### src/rtl/serial_add_ctrl_pkg.sv
// Shared definitions for the bit-serial add/subtract sequencer:
// controller state encoding and the default datapath width.
package serial_add_ctrl_pkg;

  localparam int DEF_WIDTH = 32;
  localparam int DEF_CNT_W = 6;

  typedef enum logic [1:0] {
    ST_IDLE = 2'd0,
    ST_RUN  = 2'd1,
    ST_DONE = 2'd2
  } state_t;

endpackage

### src/rtl/serial_add_ctrl_full_adder.sv
// One-bit full adder; the only arithmetic element of the serial datapath.
module FULL_ADDER (
  input  logic A,
  input  logic B,
  input  logic CI,
  output logic S,
  output logic CO
);

  assign S  = A ^ B ^ CI;
  assign CO = (A & B) | (CI & (A ^ B));

endmodule

### src/rtl/serial_add_ctrl.sv
// Bit-serial add/subtract sequencer: one operand bit pair per cycle, LSB first,
// through a single FULL_ADDER with a carry flip-flop closing the loop.
//
// state   | meaning
// --------+-------------------------------------------------------------
// ST_IDLE | waiting for START, outputs hold reset values
// ST_RUN  | one bit pair per edge through the adder, BUSY=1
// ST_DONE | R/CO/OV valid and held, DONE=1, START restarts
module serial_add_ctrl
  import serial_add_ctrl_pkg::*;
#(
  parameter int WIDTH = DEF_WIDTH,
  parameter int CNT_W = DEF_CNT_W
) (
  input  logic             CLK,
  input  logic             RST,
  input  logic             START,
  input  logic             SnA,
  input  logic [WIDTH-1:0] A,
  input  logic [WIDTH-1:0] B,
  output logic             BUSY,
  output logic             DONE,
  output logic [WIDTH-1:0] R,
  output logic             CO,
  output logic             OV
);

  localparam logic [CNT_W-1:0] CNT_PEN  = CNT_W'(WIDTH - 2);
  localparam logic [CNT_W-1:0] CNT_LAST = CNT_W'(WIDTH - 1);

  state_t           state;
  logic [WIDTH-1:0] shift_a;
  logic [WIDTH-1:0] shift_b;
  logic [WIDTH-1:0] res;
  logic [CNT_W-1:0] cnt;
  logic             carry;
  logic             carry_msb;
  logic             co_q;
  logic             ov_q;
  logic             sum;
  logic             cout;

  FULL_ADDER u_fa (
    .A  (shift_a[0]),
    .B  (shift_b[0]),
    .CI (carry),
    .S  (sum),
    .CO (cout)
  );

  always_ff @(posedge CLK or negedge RST) begin
    if (!RST) begin
      state     <= ST_IDLE;
      shift_a   <= '0;
      shift_b   <= '0;
      res       <= '0;
      cnt       <= '0;
      carry     <= 1'b0;
      carry_msb <= 1'b0;
      co_q      <= 1'b0;
      ov_q      <= 1'b0;
    end else begin
      case (state)
        ST_IDLE, ST_DONE: begin
          if (START) begin
            shift_a <= A;
            shift_b <= SnA ? ~B : B;
            carry   <= SnA;
            cnt     <= '0;
            state   <= ST_RUN;
          end
        end
        ST_RUN: begin
          res     <= {sum, res[WIDTH-1:1]};
          shift_a <= shift_a >> 1;
          shift_b <= shift_b >> 1;
          carry   <= cout;
          cnt     <= cnt + CNT_W'(1);
          // carry out of bit WIDTH-2 is the carry into the MSB
          if (cnt == CNT_PEN) carry_msb <= cout;
          if (cnt == CNT_LAST) begin
            co_q  <= cout;
            ov_q  <= cout ^ carry_msb;
            state <= ST_DONE;
          end
        end
        default: state <= ST_IDLE;
      endcase
    end
  end

  assign BUSY = (state == ST_RUN);
  assign DONE = (state == ST_DONE);
  assign R    = res;
  assign CO   = co_q;
  assign OV   = ov_q;

endmodule

### config.mk
export PLATFORM = sky130hd
export DESIGN_NAME = serial_add_ctrl
export DESIGN_NICKNAME = d
export VERILOG_FILES = /design/src/rtl/serial_add_ctrl_pkg.sv /design/src/rtl/serial_add_ctrl_full_adder.sv /design/src/rtl/serial_add_ctrl.sv
export SDC_FILE = /design/constraint.sdc
export NUM_CORES = 1
export LEC_CHECK = 0
export ABC_AREA = 1
export CORE_UTILIZATION = 55
export DETAILED_ROUTE_END_ITERATION = 12
export GPL_ROUTABILITY_DRIVEN = 1
export PLACE_DENSITY_LB_ADDON = 0.3
export SLEW_MARGIN = 15
export SYNTH_ARGS = -nofsm -noshare
export SYNTH_HDL_FRONTEND = slang
export SYNTH_SLANG_ARGS = --single-unit
### constraint.sdc
create_clock -name CLK -period 2.4 [get_ports CLK]
set_input_delay 0.48 -clock CLK [delete_from_list [all_inputs] [get_ports CLK]]
set_output_delay 0.48 -clock CLK [all_outputs]
set_load 0.01 [all_outputs]
==> Word-level counts from Yosys, hierarchy flattened <==
Index checks and enable logic that the tools add are counted.
{ "classes": {"addsub": 1, "n_eq_ne": 6, "mux": 12, "bitwise_logic": 7, "reduce_logical": 7} }
{ "op_table": {"columns": ["operator", "count"], "rows": [
  ["$pmux 32 s2", 2],
  ["$mux 32", 3],
  ["$not 32->32", 1],
  ["$eq 6x5->1 const B", 2],
  ["$pmux 6 s2", 1],
  ["$reduce_and 2->1", 4],
  ["$add 6x1->6 const B", 1],
  ["$mux 6", 1],
  ["$mux 2", 2],
  ["$pmux 2 s2", 1],
  ["$xor 1x1->1", 3],
  ["$and 1x1->1", 2],
  ["$eq 2x1->1 const B", 1],
  ["$eq 2x2->1 const B", 1],
  ["$logic_not 2->1", 1],
  ["$ne 2x1->1 const B", 1],
  ["$ne 2x2->1 const B", 1],
  ["$pmux 1 s2", 1],
  ["$reduce_bool 2->1", 1],
  ["$reduce_or 2->1", 1],
  ["$mux 1", 1],
  ["$or 1x1->1", 1]
]} }
{ "word_totals": {"regBits": 108, "in_bits": 68, "elab_cells": 42} }

==> Depth between registers and ports, before layout <==
Gate-level depths: netlist of the first run.
{ "logic_depth": {"ltp_word": 4, "ltp_mapped": 7} }

==> By module <==
From an unflattened synthesis of the first run, not the netlist that was laid out.
{ "hier_totals": {"hier_cells": 633, "hier_area_um2": 5009.8} }
{ "modules_own_cells": {"columns": ["mod", "n_inst", "cells_each", "area_per_inst_um2", "seq_area_each_um2"], "rows": [
  ["serial_add_ctrl", 1, 632, 4989.8, 2702.6],
  ["FULL_ADDER", 1, 1, 20.0, 0.0]
]} }

==> Worst setup path after synthesis of the first run <==
Ideal clock, no wire load.
{ "synth_timing": {"path_kind": "reg2out", "start": "reg state[0]", "end": "out BUSY", "arrival_ps": 842, "required_ps": 1920, "path_slack_ps": 1078, "stages_incl_launch_ff": 5, "cell_sequence": "dfrtp_1 -> inv_2 -> nor2_2 -> buf_4 -> buf_4"} }
{ "synth_between": {"elab_chain_len": 1} }
{ "synth_lines": {"columns": ["item", "line_no", "rtl"], "rows": [
  ["start, declared", "serial_add_ctrl.sv:31", "state_t state;"],
  ["start signal, assigned", "serial_add_ctrl.sv:53", "state <= ST_IDLE;"],
  ["start signal, assigned", "serial_add_ctrl.sv:70", "state <= ST_RUN;"],
  ["start signal, assigned", "serial_add_ctrl.sv:84", "state <= ST_DONE;"],
  ["$eq 2x1->1", "serial_add_ctrl.sv:92", "assign BUSY = (state == ST_RUN);"],
  ["end, declared", "serial_add_ctrl.sv:21", "output logic BUSY,"]
]} }
No other way between the ends.

==> Worst setup path in the final report of the first run <==
{ "layout_timing": {"start": "reg state[1]", "end": "out DONE"} }
{ "layout_between": {"elab_chain_len": 1} }
{ "layout_lines": {"columns": ["item", "line_no", "rtl"], "rows": [
  ["$eq 2x2->1", "serial_add_ctrl.sv:93", "assign DONE = (state == ST_DONE);"],
  ["end, declared", "serial_add_ctrl.sv:22", "output logic DONE,"]
]} }
No other way between the ends.

==> results of run 1 <==
-- power breakdown --
| part | internal (mW) | switching, mW |
|---|---|---|
| Combinational | 1.22 | 1.56 |
| Sequential | 2.63 | 0.500 |
| Clock | 0.414 | 0.628 |
-- layout make-up --
cell class / instances / area, um^2 / area share
flip-flops and latches: 108 / 2700 / 0.433
multi-input cells: 466 / 2010 / 0.322
repair buffers: 111 / 1110 / 0.178
clock buffers: 10 / 138 / 0.0221
well taps: 108 / 135 / 0.0217
inverters: 27 / 101 / 0.0162
clock inverters: 6 / 43.8 / 0.00702
-- metal layers --
layer | share of wire | vias to the layer above | GRT usage
li1 | - | 2183 | -
met1 | 0.45 | 2045 | 0.308
met2 | 0.49 | 106 | 0.391
met3 | 0.038 | 17 | 0.0345
met4 | 0.020 | 0 | 0.110
met5 | 0 | - | 0
-- cell usage after synthesis (all sizes together) --
master	n	area, um^2
inv	27	101
fa	1	20.0
nand3	111	556
buf	29	190
dfrtp	108	2700
nand2	251	947
xnor2	1	8.76
o21ai	37	185
nor2	54	205
clkbuf	9	33.8
or2	9	56.3
ha	2	25.0
-- kinds of logic after synthesis --
logic type / after synthesis / synth area share
adder cells (fa/ha/maj): 3 / 0.00895
AND/OR/NAND/NOR: 425 / 0.351
flip-flops: 108 / 0.537
XOR/XNOR: 1 / 0.00174
buffers and inverters: 65 / 0.0647
AO/OA/AOI/OAI: 37 / 0.0368
-- flip-flops by register name, indices dropped and copies added (netlist names) --
signal and count:
R 32, shift_a 32, shift_b 32, cnt 6, state 2, CO 1, OV 1, carry 1
carry_msb 1
-- worst max-delay path, cell delays in order (launching register included) --
cell             delay (ps)
dfrtp_1                 440
inv_2                    60
nor2_1                   80
clkdlybuf4s50_1         560
-- stage by stage --
stage,hold slack [ps],util,power (mW),setup WS [ps]
floorplan,184,-,4.95,1080
detailed placement,467,0.688,5.95,476
global placement,456,0.688,5.78,537
finish,86.1,0.708,6.95,408
CTS,105,0.708,7.00,398
global route,121,0.708,7.51,347
-- worst min path at each step --
| stage | from | end | slack (ps) | cells after the start |
|---|---|---|---|---|
| 2_1_floorplan | RST | CO | 180 | 0 |
| 3_3_place_gp | shift_a[31] | shift_a[31] | 460 | 2 |
| 3_5_place_dp | shift_a[31] | shift_a[31] | 470 | 2 |
| 4_1_cts | RST | R[11] | 100 | 1 |
| 5_1_grt | RST | R[11] | 120 | 1 |
| 6_report | RST | R[11] | 90 | 1 |
-- placed cells by master (no fill, tap or decap) --
| cell | synthesis | final |
|---|---|---|
| dfrtp_1 | 108 | 108 |
| inv_2 | 4 | 4 |
| nor2_1 | 53 | 53 |
| fa_1 | 1 | 1 |
| clkinv_2 | 0 | 2 |
| clkdlybuf4s50_1 | 0 | 101 |
| buf_2 | 11 | 1 |
| o21ai_0 | 28 | 28 |
| xnor2_1 | 1 | 1 |
| nor2_4 | 0 | 1 |
| inv_1 | 23 | 23 |
| nand2_2 | 2 | 2 |
| nand3_1 | 111 | 111 |
| clkinvlp_4 | 0 | 1 |
| clkbuf_8 | 0 | 10 |
| o21ai_1 | 9 | 9 |
| nand2_1 | 249 | 249 |
| buf_12 | 0 | 2 |
| or2_2 | 9 | 9 |
| buf_4 | 18 | 7 |
| inv_6 | 0 | 3 |
| ha_1 | 2 | 2 |
==> run_results.csv, run 1 <==
group,metric,value,unit
run_status,status,"finished, violations left",
run_status,violations,"DRC",
layout,area_delta_synth_final,24.0,%
placement,dp_cells,820,
placement,place.detailed.hpwl,7150,um
timing,slew_violations,0,
synth,syn_inst,639,
worst_setup_path,crit_type,"register to output pin",
synth,synth_nets,710,
timing,tightest_slew,941,ps
synth,ys_warn_count,0,
timing,min_period,1990,ps
global_routing,grt_overflow_total,0,
layout,nets,794,
layout,drive_gt1_frac,0.0577,
detailed_routing,drt-total-wl,10500,um
worst_setup_path,arrival,1510,ps
worst_setup_path,worstSetupEndpoint,"DONE",
clock_tree,htree_levels,3,
synth,synth_cell_type_count,17,
power,ir_worst_vdd,570,uV
clock_tree,clk_path_buf_depth,2,
worst_setup_path,reg2reg_to,"shift_b[9]",
die,io_pins,104,
detailed_routing,vias,4351,
power,p_leak,2.96,nW
detailed_routing,drc_errors,16,
detailed_routing,dr.pass1.iters,9,
timing,fin_crit_sh,0.830,
worst_setup_path,startpoint_type,"register",
clock_tree,cts_setup_buffers,0,
detailed_routing,drt_iter0_markers,310,
placement,placed_cell_area,0.00606,mm^2
global_routing,antenna_found_initial,0,
worst_setup_path,cp-end-kind,"output pin",
timing,hold_violations,0,
clock_tree,clk_pin_slew,110,ps
global_routing,grt_pass1_wl,18200,um
worst_setup_path,cp_data_required_time,1920,ps
timing,setup-tns-final,0,ps
clock_tree,cts_resized,0,
timing,rsz0062_at_grt,"false",
detailed_routing,wl_per_cell,12.6,um
worst_setup_path,critPathMaxFanout,3,
power,power_density,1110,mW/mm^2
clock_tree,hold_buffers,0,
global_routing,track_usage,0.236,
layout,finalNonFillerCells,836,
synth,avgSynthCellArea,7.87,um^2
layout,diodes,0,
timing,fmax,502,MHz
die,die_h,97.6,um
layout,fill_cells,706,
clock_tree,tritoncts,"done",
worst_setup_path,reg2regPathDepth,5,
die,dieArea,0.00953,mm^2
die,start_util,0.571,
detailed_routing,ant_nets,0,
global_routing,grt_max_degree,65,
min_path,worstHoldPathType,"input pin to asynchronous set/reset pin",
worst_setup_path,startpoint,"state[1]",
placement,portBuffers,103,
global_routing,grt_pass1_vias,4081,
die,rows,34,
die,fp.dieW,97.6,um
detailed_routing,vias_per_cell,5.20,
clock_tree,cts-root-buf,"clkbuf_8",
layout,design_area,0.00624,mm^2
timing,setup_viol,0,
worst_setup_path,r2r_slack,540,ps
clock_tree,cts_buffers,9,
synth,synth_seq_cells,108,
clock_tree,cts_sinks,108,
timing,slew_headroom,0.373,
placement,place_congestion,0.801,
synth,syn_area,0.00503,mm^2
worst_setup_path,timing.rr.start,"state[1]",
die,coreArea,0.00881,mm^2
synth,yosysSeqAreaShare,0.537,
clock_tree,clk_latency,370,ps
timing,skew,18.7,ps
run,cap_viol_max_count,0,
(Power assumes the default switching activity.)
==> run 2, diff against run 1 <==
--- a/config.mk
+++ b/config.mk
@@ -6,7 +6,7 @@
 export NUM_CORES = 1
 export LEC_CHECK = 0
 export ABC_AREA = 1
-export CORE_UTILIZATION = 55
+export CORE_UTILIZATION = 51
 export DETAILED_ROUTE_END_ITERATION = 12
 export GPL_ROUTABILITY_DRIVEN = 1
 export PLACE_DENSITY_LB_ADDON = 0.3
==> constraint.sdc (replaced) <==
create_clock -name CLK -period 1.9 [get_ports CLK]
set_input_delay 0.38 -clock CLK [delete_from_list [all_inputs] [get_ports CLK]]
set_output_delay 0.38 -clock CLK [all_outputs]
set_load 0.01 [all_outputs]
==> run 2 against run 1 <==
  * The flow now finishes without violations
  * Critical path depth unchanged
  * Critical endpoint is now BUSY
  * Largest power group unchanged
  * Power grew 28%
  * Setup slack worse by 250 ps
  * Cell count rose by 2.8%
  * First-iteration DRC count fell by 32%
  * Sequential share of layout area decreased by 0.86 points
==> run_results.csv, run 2 (same netlist as run 1, synthesis figures left out) <==
group,metric,value,unit
layout,drive_gt1_frac,0.0575,
min_path,hold_end,"CO",
layout,multi_input_area,0.00201,mm^2
clock_tree,tritoncts,"done",
worst_setup_path,slowest_stage,"dfrtp_1",
clock_tree,clk_path_buf_depth,2,
placement,place.detailed.hpwl,7110,um
die,rows,35,
timing,whs,485,ps
detailed_routing,drc_errors,0,
layout,nets,797,
worst_setup_path,critPathMaxFanout,3,
power,p_leak,3.02,nW
clock_tree,clk_latency,360,ps
worst_setup_path,startpoint_type,"register",
power,switching_share,0.370,
timing,fmax,575,MHz
detailed_routing,wl_per_cell,12.0,um
worst_setup_path,timing.rr.start,"state[1]",
power,sequentialPowerShare,0.442,
global_routing,antenna_found_initial,0,
timing,fin_crit_sh,0.915,
worst_setup_path,cp-end-kind,"output pin",
global_routing,grt_max_degree,102,
clock_tree,htree_levels,3,
global_routing,grt_pass1_vias,4052,
layout,final_common_cell,"nand2_1",
global_routing,track_usage,0.219,
worst_setup_path,reg2regPathDepth,6,
power,internal_power,5.63,mW
worst_setup_path,cp_data_required_time,1520,ps
die,start_util,0.534,
layout,diodes,0,
min_path,worstHoldPathType,"register to register",
layout,design_area,0.00636,mm^2
worst_setup_path,crit_type,"register to output pin",
global_routing,grt_pass1_wl,17600,um
placement,portBuffers,103,
timing,hold_violations,0,
run_status,status,"complete, no violations",
worst_setup_path,r2r_slack,350,ps
detailed_routing,drt-total-wl,10300,um
worst_setup_path,reg2reg_to,"CO",
layout,final_util,0.676,
detailed_routing,drt_iter0_markers,211,
clock_tree,cts-root-buf,"clkbuf_8",
die,die_h,101,um
timing,slew_violations,0,
timing,skew,10.0,ps
clock_tree,cts_sinks,108,
power,p_switching,3.30,mW
worst_setup_path,arrival,1360,ps
clock_tree,cts_buffers,9,
global_routing,grt_overflow_total,0,
timing,rsz0062_at_grt,"false",
die,dieArea,0.0103,mm^2
timing,setup-tns-final,0,ps
placement,placed_cell_area,0.00614,mm^2
worst_setup_path,crit_chain,"buf_4 > nor2_4 > dlygate4sd2_1",
die,io_pins,104,
detailed_routing,dr.pass1.iters,5,
power,comb_power_share,0.396,
layout,mostFrequentLayoutCells,"nand2_1, nand3_1, dfrtp_1",
timing,tightest_slew,579,ps
clock_tree,clk_pin_slew,90,ps
die,fp.dieW,101,um
worst_setup_path,max_stage_delay,410,ps
power,power.share.clock,0.163,
detailed_routing,vias,4352,
timing,setup_viol,0,
die,coreArea,0.00942,mm^2
min_path,hp-start,"CO",
layout,area_delta_synth_final,26.5,%
layout,regArea,0.00270,mm^2
run,cap_viol_max_count,0,
power,ir_worst_vdd,1030,uV
layout,fill_cells,791,
power,power_density,1400,mW/mm^2
placement,place_congestion,0.775,
timing,slew_headroom,0.613,
detailed_routing,vias_per_cell,5.07,
timing,min_period,1740,ps
detailed_routing,ant_nets,0,
min_path,hold_depth,2,
run 2: worst max-delay path: cells and delay by family, from the launching register on:
family / cells / cell delay (ps)
buffers and inverters: 2 / 470
AND/OR/NAND/NOR: 1 / 120
flip-flops: 1 / 410
run 2: layer usage:
metal	part of all wire	global-route usage	up-vias
li1	-	-	2191
met1	0.43	0.263	2044
met2	0.51	0.392	107
met3	0.047	0.0545	10
met4	0.014	0.0580	0
met5	0	0	-
run 2: power groups by stage:
stage | clock, mW | combinational (mW) | sequential, mW
2_1_floorplan | 0 | 2.27 | 3.98
3_3_place_gp | 0 | 3.42 | 3.94
3_5_place_dp | 0 | 3.60 | 3.96
4_1_cts | 1.49 | 3.59 | 3.94
5_1_grt | 1.59 | 4.04 | 4.07
6_report | 1.45 | 3.53 | 3.94
run 2: worst max path at each step:
| stage | startpoint | cells past startpoint | endpoint | slack [ps] |
|---|---|---|---|---|
| detailed placement | START | 6 | cnt[1] | 110 |
| global placement | START | 6 | shift_b[31] | 140 |
| global route | state[1] | 3 | BUSY | 90 |
| floorplan | state[0] | 4 | BUSY | 680 |
| finish | state[1] | 3 | BUSY | 160 |
| CTS | state[1] | 3 | DONE | 4 |
run 2: stage by stage:
stage          power [mW]  instances  setup slack [ps]
6_report             8.93        859               161
5_1_grt              9.70        859              86.1
4_1_cts              9.03        858              3.67
3_5_place_dp         7.56        842               110
3_3_place_gp         7.36        842               137
2_1_floorplan        6.25        639               678
run 2: area by class of cell:
| cell class | count | share of cell area |
|---|---|---|
| Clock buffer | 10 | 0.0201 |
| Clock inverter | 5 | 0.0122 |
| Inverter | 27 | 0.0159 |
| Multi-Input combinational cell | 466 | 0.316 |
| Sequential cell | 108 | 0.425 |
| Tap cell | 129 | 0.0254 |
| Timing Repair Buffer | 114 | 0.186 |
run 2: repair_timing:
item,CTS,global route
endpoints found under the setup margin,1,1
endpoints found under the hold margin,24,0
buffers inserted,0,1
hold buffers,1,0
gates resized for setup,1,1
